### src/rtl/seg7_scan_mux.sv
// Time-multiplexed scan driver for a common-anode 7-segment display.
// Double-buffered display word, anti-ghost blanking, select delayed to match decoder latency.
module seg7_scan_mux #(
  parameter int unsigned DIGITS       = 4,
  parameter int unsigned PRESCALE     = 1000,
  parameter int unsigned BLANK_CYCLES = 1,
  parameter int unsigned SEG_LATENCY  = 1
) (
  input  logic                  i_clk,
  input  logic                  i_rst_n,
  input  logic                  i_load,
  input  logic [4*DIGITS-1:0]   iv_value,
  input  logic [DIGITS-1:0]     iv_blank_mask,
  output logic [3:0]            ov_nibble,
  output logic [DIGITS-1:0]     ov_digit_sel,
  output logic                  o_frame
);

  localparam int unsigned IDX_W = (DIGITS > 1) ? $clog2(DIGITS) : 1;
  localparam int unsigned PRE_W = (PRESCALE > 1) ? $clog2(PRESCALE) : 1;
  localparam int unsigned VAL_W = 4 * DIGITS;

  logic [PRE_W-1:0]  presc_q, presc_d;
  logic [IDX_W-1:0]  idx_q, idx_d;
  logic [VAL_W-1:0]  pending_q, pending_d;
  logic [VAL_W-1:0]  active_q, active_d;
  logic [3:0]        nibble_q, nibble_d;
  logic              frame_q, frame_d;
  logic [DIGITS-1:0] raw_sel_d;
  // Stage 0 holds the registered raw select; stages 1..SEG_LATENCY track the decoder.
  logic [DIGITS-1:0] sel_pipe_q [SEG_LATENCY+1];

  logic slot_end_c;
  logic boundary_c;

  always_comb begin
    presc_d    = presc_q;
    idx_d      = idx_q;
    pending_d  = pending_q;
    active_d   = active_q;
    nibble_d   = active_q[{idx_q, 2'b00} +: 4];
    raw_sel_d  = '1;
    slot_end_c = (presc_q == PRE_W'(PRESCALE - 1));
    boundary_c = slot_end_c && (idx_q == IDX_W'(DIGITS - 1));
    frame_d    = boundary_c;

    if (slot_end_c) begin
      presc_d = '0;
      idx_d   = boundary_c ? '0 : idx_q + IDX_W'(1);
    end else begin
      presc_d = presc_q + PRE_W'(1);
    end

    if (i_load) begin
      pending_d = iv_value;
    end
    // A load in the boundary cycle bypasses pending so it shows in the coming frame.
    if (boundary_c) begin
      active_d = i_load ? iv_value : pending_q;
    end

    if ((presc_q >= PRE_W'(BLANK_CYCLES)) && !iv_blank_mask[idx_q]) begin
      raw_sel_d = ~(DIGITS'(1) << idx_q);
    end
  end

  always_ff @(posedge i_clk or negedge i_rst_n) begin
    if (!i_rst_n) begin
      presc_q   <= '0;
      idx_q     <= '0;
      pending_q <= '0;
      active_q  <= '0;
      nibble_q  <= '0;
      frame_q   <= 1'b0;
      for (int i = 0; i <= int'(SEG_LATENCY); i++) begin
        sel_pipe_q[i] <= '1;
      end
    end else begin
      presc_q       <= presc_d;
      idx_q         <= idx_d;
      pending_q     <= pending_d;
      active_q      <= active_d;
      nibble_q      <= nibble_d;
      frame_q       <= frame_d;
      sel_pipe_q[0] <= raw_sel_d;
      for (int i = 1; i <= int'(SEG_LATENCY); i++) begin
        sel_pipe_q[i] <= sel_pipe_q[i-1];
      end
    end
  end

  assign ov_nibble    = nibble_q;
  assign ov_digit_sel = sel_pipe_q[SEG_LATENCY];
  assign o_frame      = frame_q;

endmodule

### config.mk
export PLATFORM = sky130hd
export DESIGN_NAME = seg7_scan_mux
export DESIGN_NICKNAME = d
export VERILOG_FILES = /design/src/rtl/seg7_scan_mux.sv
export SDC_FILE = /design/constraint.sdc
export NUM_CORES = 1
export LEC_CHECK = 0
export ABC_AREA = 1
export BUFFER_PORTS_ARGS = -buffer_cell sky130_fd_sc_hd__buf_2
export CAP_MARGIN = 30
export CORE_ASPECT_RATIO = 1.75
export CORE_MARGIN = 4
export CORE_UTILIZATION = 42
export DETAILED_ROUTE_END_ITERATION = 8
export GPL_TIMING_DRIVEN = 1
export PLACE_DENSITY = 0.72
export SYNTH_ARGS = -nofsm -noshare
export SYNTH_HDL_FRONTEND = slang
export SYNTH_SLANG_ARGS = --single-unit
export TNS_END_PERCENT = 10
### constraint.sdc
create_clock -name i_clk -period 1.9 [get_ports i_clk]
set_clock_uncertainty 0.15 [all_clocks]
set_input_delay 0.19 -clock i_clk [delete_from_list [all_inputs] [get_ports i_clk]]
set_output_delay 0.19 -clock i_clk [all_outputs]
set_load 0.05 [all_outputs]
* After elaboration in Yosys (flattened, before gate mapping) *
Cells that the tools add are included.

word-level totals
  register bits after elaboration = 57
  memories = 0
  RAM bits = 0
  bits in latches = 0
  memory bits (read-only) = 0

cells by class
  magnitude comparators = 2
  muxes and demuxes = 6
  bitwise gates (word level) = 1
  div/mod/pow operators = 0
  equality and inequality tests = 2
  $add $sub $neg = 2
  reduce and logical (&&, ||, !) cells = 3
  $mul = 0
  shift operators = 2

operator list
  kind                                                                          number
  16-bit 2-to-1 mux                                                             1
  16-bit by 5-bit variable part select with 4-bit output                        1
  10-bit by 1-bit adder with 10-bit output, second input constant               1
  10-bit == test, second input constant                                         1
  10-bit by 1-bit >= comparator with 1-bit output, second input constant        1
  10-bit 2-to-1 mux                                                             1
  4-bit 2-to-1 mux                                                              1
  4-bit inverter                                                                1
  1-bit by 2-bit << shifter with 4-bit output, first input constant             1
  2-bit by 3-bit less-than comparator with 1-bit output, second input constant  1
  2-bit by 1-bit adder with 2-bit output, second input constant                 1
  1-bit binary-select mux with 2-bit select                                     1
  2-bit == test, second input constant                                          1
  1-bit logical AND                                                             2
  2-bit 2-to-1 mux                                                              1
  1-bit logical NOT                                                             1
  1-bit 2-to-1 mux                                                              1

* Depth between registers and ports, before layout *
  word-level depth = 5
  gate-level depth with buffers = 8

* Worst setup path after synthesis *
OpenSTA, ideal clock, no wires.

  path kind = register to register
  start = register presc_q[0]
  end = register active_q[1]
  stages on the path, launching flop included = 8
  required time = 1.632 ns
  period minus slack after synthesis = 1.446 ns
  slack = 0.454 ns
  data arrival time = 1.179 ns
  cells stage by stage = dfrtp_1 ha_1 nand2_2 nor2_4 nand4_4 buf_6 nand2_1 nand2_1

on the way
  word-level cells in the longest chain between the ends = 2

ends and longest elaborated chain
  item                      line  text
  start: declaration        23    logic [PRE_W-1:0] presc_q, presc_d;
  start signal: assignment  79    presc_q <= presc_d;
  10-bit == test            43    slot_end_c = (presc_q == PRE_W'(PRESCALE - 1));
  1-bit logical AND         44    boundary_c = slot_end_c && (idx_q == IDX_W'(DIGITS - 1));
  end signal: assignment    82    active_q <= active_d;
  end: declaration          26    logic [VAL_W-1:0] active_q, active_d;

No other way between the ends.
A chain may end at the register's enable or synchronous reset.

* Worst setup path in the final report *
  start = register presc_q[0]
  end = register active_q[11]

Same word-level chain as after synthesis.

==> summary.md <==
| Metric | Value |
|---|---|
| Outcome | completed |
| # port buffers | 31 |
| Compound-gate portion of the synthesized area | 6.880% |
| Max FO, Critical Path | 20 |
| Crit path DAT | 1.86 ns |
| Post-Synth Adder-Cell Area | under 10% |
| Area leader, netlist | dfrtp_1 |
| CP Depth | 7 |
| R2R depth | 7 |
| CTS tree | done |
| PD cells | 804.4 mW/mm² |
| Post-Syn Area | approximately 0.0025 mm² |
| Yosys warns | 0 |
| Max incr delay on CP | roughly 0.4 ns |
| FP Rows | 37 |
| Int Pwr | 1944 µW |
| Residual DRC count | 0 |
| Area share of the largest cell type after synthesis | 48.16% |
| Setup TNS | 0 ns |
| Avg Inst Size Synth | between 9 and 10 µm² |
| GPL Wtd Cong | 0.8664 |
| Fillers | 570 |
| Setup crit start kind | register |
| Xor and xnor area share after synthesis | 0.6880% |
| Max frequency | between 0.5 and 0.6 GHz |
| Final Core Density | a little over half |
| Cell family with most CP delay | simple AND/OR/NAND/NOR gates |
| CP Data Required Time | ~2.0 ns |
| Type of the worst min-delay path | in2reg |
| Worst Tran Pin Value | around 0.5 ns |
| First-pass GRT wire length | ~8700 µm |
| WL/cell | 12.32 µm |
| Post-Syn Nets | 312 |
| Vias after detailed routing | 1931 |
| FFs w/ async S/R, synth | 100.0% |
| Switch share | 21.60% |
| Yosys reg bits | 57 |
| RSZ-0062 raised after global routing | false |
| Number of top-level pins | 32 |
| WL final | 5089 µm |
| Mapped Cells | 282 |
| Aggregate global routing overflow | 0 |
| Vias in the first global route | between 1500 and 2000 |
| Footprint of the multi-input gates | 890.9 µm² |
| Critical path class | reg2reg |
| Core area | 0.005879 mm² |
| CTS buffer count | 9 |
| Layout cells sized above 1 | 21.19% |
| Clk sink count | 57 |
| Max VDD drop | 0.4141 mV |
| Reg2reg start | presc_q[0]$_DFF_PN0_ |
| Final setup violation count | 0 |
| Logic pwr share | 5.5% |
| DRT iter0 DRCs | 79 |
| Sw power | ~540 µW |
| Initial antenna violation count | 0 |
| CP Cell Sequence | ha_1 > nand2_2 > nor2_4 > inv_2 > nor2_4 > nand3_1 > nand2_1 |
| Distinct cells, synth | 25 |
| Die width | 66.86 µm |
| Largest family of logic cells by synthesized area | simple AND/OR/NAND/NOR gates |
| Largest net degree at the start of global routing | 33 |
| Most used cell along the critical path | nor2_4 |
| EDFF count, synth | 0 |
| Slew Viols, Final | 0 |
| Worst-Skew Late Latency | 0.34 ns |
| Crit. Startpoint | presc_q[0]$_DFF_PN0_ |
| Starting density of the core | 43.31% |
| Period utilization | 90.99% |
| Post-Synth Simple-Gate Area | 23.98% |
| Drt via density | between 4 and 5 |
| FF/Latch Area | 0.001436 mm² |
| Nets | between 300 and 400 |
| DRT Pass-1 Iters | 4 |
| Worst path bufs/invs | 1 |
| Maxcap violations | 0 |
| Sequential area share after synthesis | 56.41% |
| Final hold vios | 0 |
| Ys flop type | dfrtp_1 |
| Detailed placement HPWL | 3484 µm |
| Longest Clk Path Bufs | 2 |
| Multiplexer share of the synthesized area | 0% |
| Top post-synthesis cells by area | dfrtp_1 48%, nand2_1 10%, dfstp_2 8.3% |
| Die ar. | around 0.0074 mm² |
| Clock Power Share | 43.8% |
| Worst path slowest cell | dfrtp_1 |
| Hold Path Stages | 3 |
| Clk pin slew, worst setup/hold paths | 0.06 ns |
| Area grow syn2layout | 21.08% |
| # H-tree levels | 3 |
| Final ANT Viol Nets | 0 |
| Total power | 2480 µW |
| N_diodes | 0 |
| Pleak | 0.001509 µW |
| Max-Slew Margin vs Limit | ~67% |
| Clock Tree Root | clkbuf_8 |
| Reg power frac | about half |
| Minimum clock period | 1.729 ns |
| Min-delay src | iv_value[5] |
| Die Ht | 111 µm |
| CP Capture Type | register |
| All-Layer GR Usage | about 16% |
path summary, 6_finish.rpt:
kind                                        endpoint  slack [ns]
max in group asynchronous    active_q[7]$_DFFE_PN0P_        0.75
min                           pending_q[5]$_DFF_PN0_       0.006
min in group asynchronous   active_q[14]$_DFFE_PN0P_        0.19
min reg2reg                ov_digit_sel[2]$_DFF_PN1_        0.21
max reg2reg                 active_q[11]$_DFFE_PN0P_        0.17
max                         active_q[11]$_DFFE_PN0P_        0.17
per-stage QoR:
stage | area [µm²] | cells | hold WS (ns) | worst slack (ns)
final | 3083 | 413 | 0.005596 | 0.1712
after global routing | 3083 | 413 | 0.01857 | 0.01661
after detailed placement | 2734 | 381 | 0.02805 | 0.1792
after CTS | 3083 | 413 | 0.003544 | 0.1650
after global placement | 2734 | 381 | 0.01648 | 0.2355
after floorplan | 2546 | 282 | -0.2556 | 0.4538
area by class of cell:
class                      instances  share of cell area, %
sequential                        57                  46.59
multi-input combinational        178                  28.90
timing repair buffer              51                  11.20
clock buffer                      13                  4.830
inverter                          33                  4.018
tap                               78                  3.166
clock inverter                     3                  1.299
per-layer routing:
metal	GRT usage, %	share of wire [%]	vias to the layer above	wire length [µm]
li1	-	-	986	-
met1	16.57	38	890	1958
met5	0	0	-	0
met4	9.892	3.4	0	175
met3	4.767	4.9	14	251
met2	27.06	53	41	2704
logic make-up (layout without fill, tap and decap cells):
group | Yosys count | after routing
AND/OR/NAND/NOR | 135 | 135
flip-flops | 57 | 57
buffers and inverters | 47 | 100
AO/OA/AOI/OAI | 34 | 34
adder cells (fa/ha/maj) | 7 | 7
XOR/XNOR | 2 | 2
synth_stat cells, types with 4 or more instances:
cell,instances
buf_2,4
ha_1,7
inv_2,4
o22ai_1,4
o21ai_0,10
nand2_2,4
nand3_1,26
inv_1,29
dfstp_2,8
nor2_1,26
nand2_1,69
buf_4,4
o21ai_1,17
dfrtp_1,49
worst register-to-register path, delay by kind of cell (launching register included):
kind                     cells  cell delay, ns
buffers and inverters        1            0.06
flip-flops                   1            0.39
adder cells (fa/ha/maj)      1            0.20
AND/OR/NAND/NOR              5            0.87
cell usage in the layout (no fill, tap or decap), drive strengths merged:
master       netlist  final
inv               33     33
clkbuf             3     13
or2                1      1
a21oi              3      3
nand3             28     28
o22ai              4      4
ha                 7      7
dlygate4sd3        0     16
bufinv             0      1
xor2               2      2
clkinv             0      2
nor2              30     30
nand2             73     73
dfrtp             49     49
o21ai             27     27
dfstp              8      8
nand4              2      2
nor3               1      1
buf               11     35
power by group through the flow:
stage | Sequential [µW] | Combinational, µW | Clock, µW
floorplan | 1280 | 52.7 | 0
global placement | 1280 | 111 | 0
detailed placement | 1280 | 112 | 0
CTS | 1260 | 139 | 1120
global route | 1260 | 159 | 1170
finish | 1260 | 135 | 1090
sequential cells by signal, summed over array words and instances (netlist names):
register and cells:
ov_digit_sel 4, sel_pipe_q 4, idx_q 2, ov_nibble 4, active_q 16, presc_q 10, o_frame 1, pending_q 16
repair_timing:
action,in CTS,in global routing
hold buffers,16,0
setup buffers,0,0
hold endpoints to repair,34,0
resized for setup,0,0
Power figures use the tool's default switching activity.
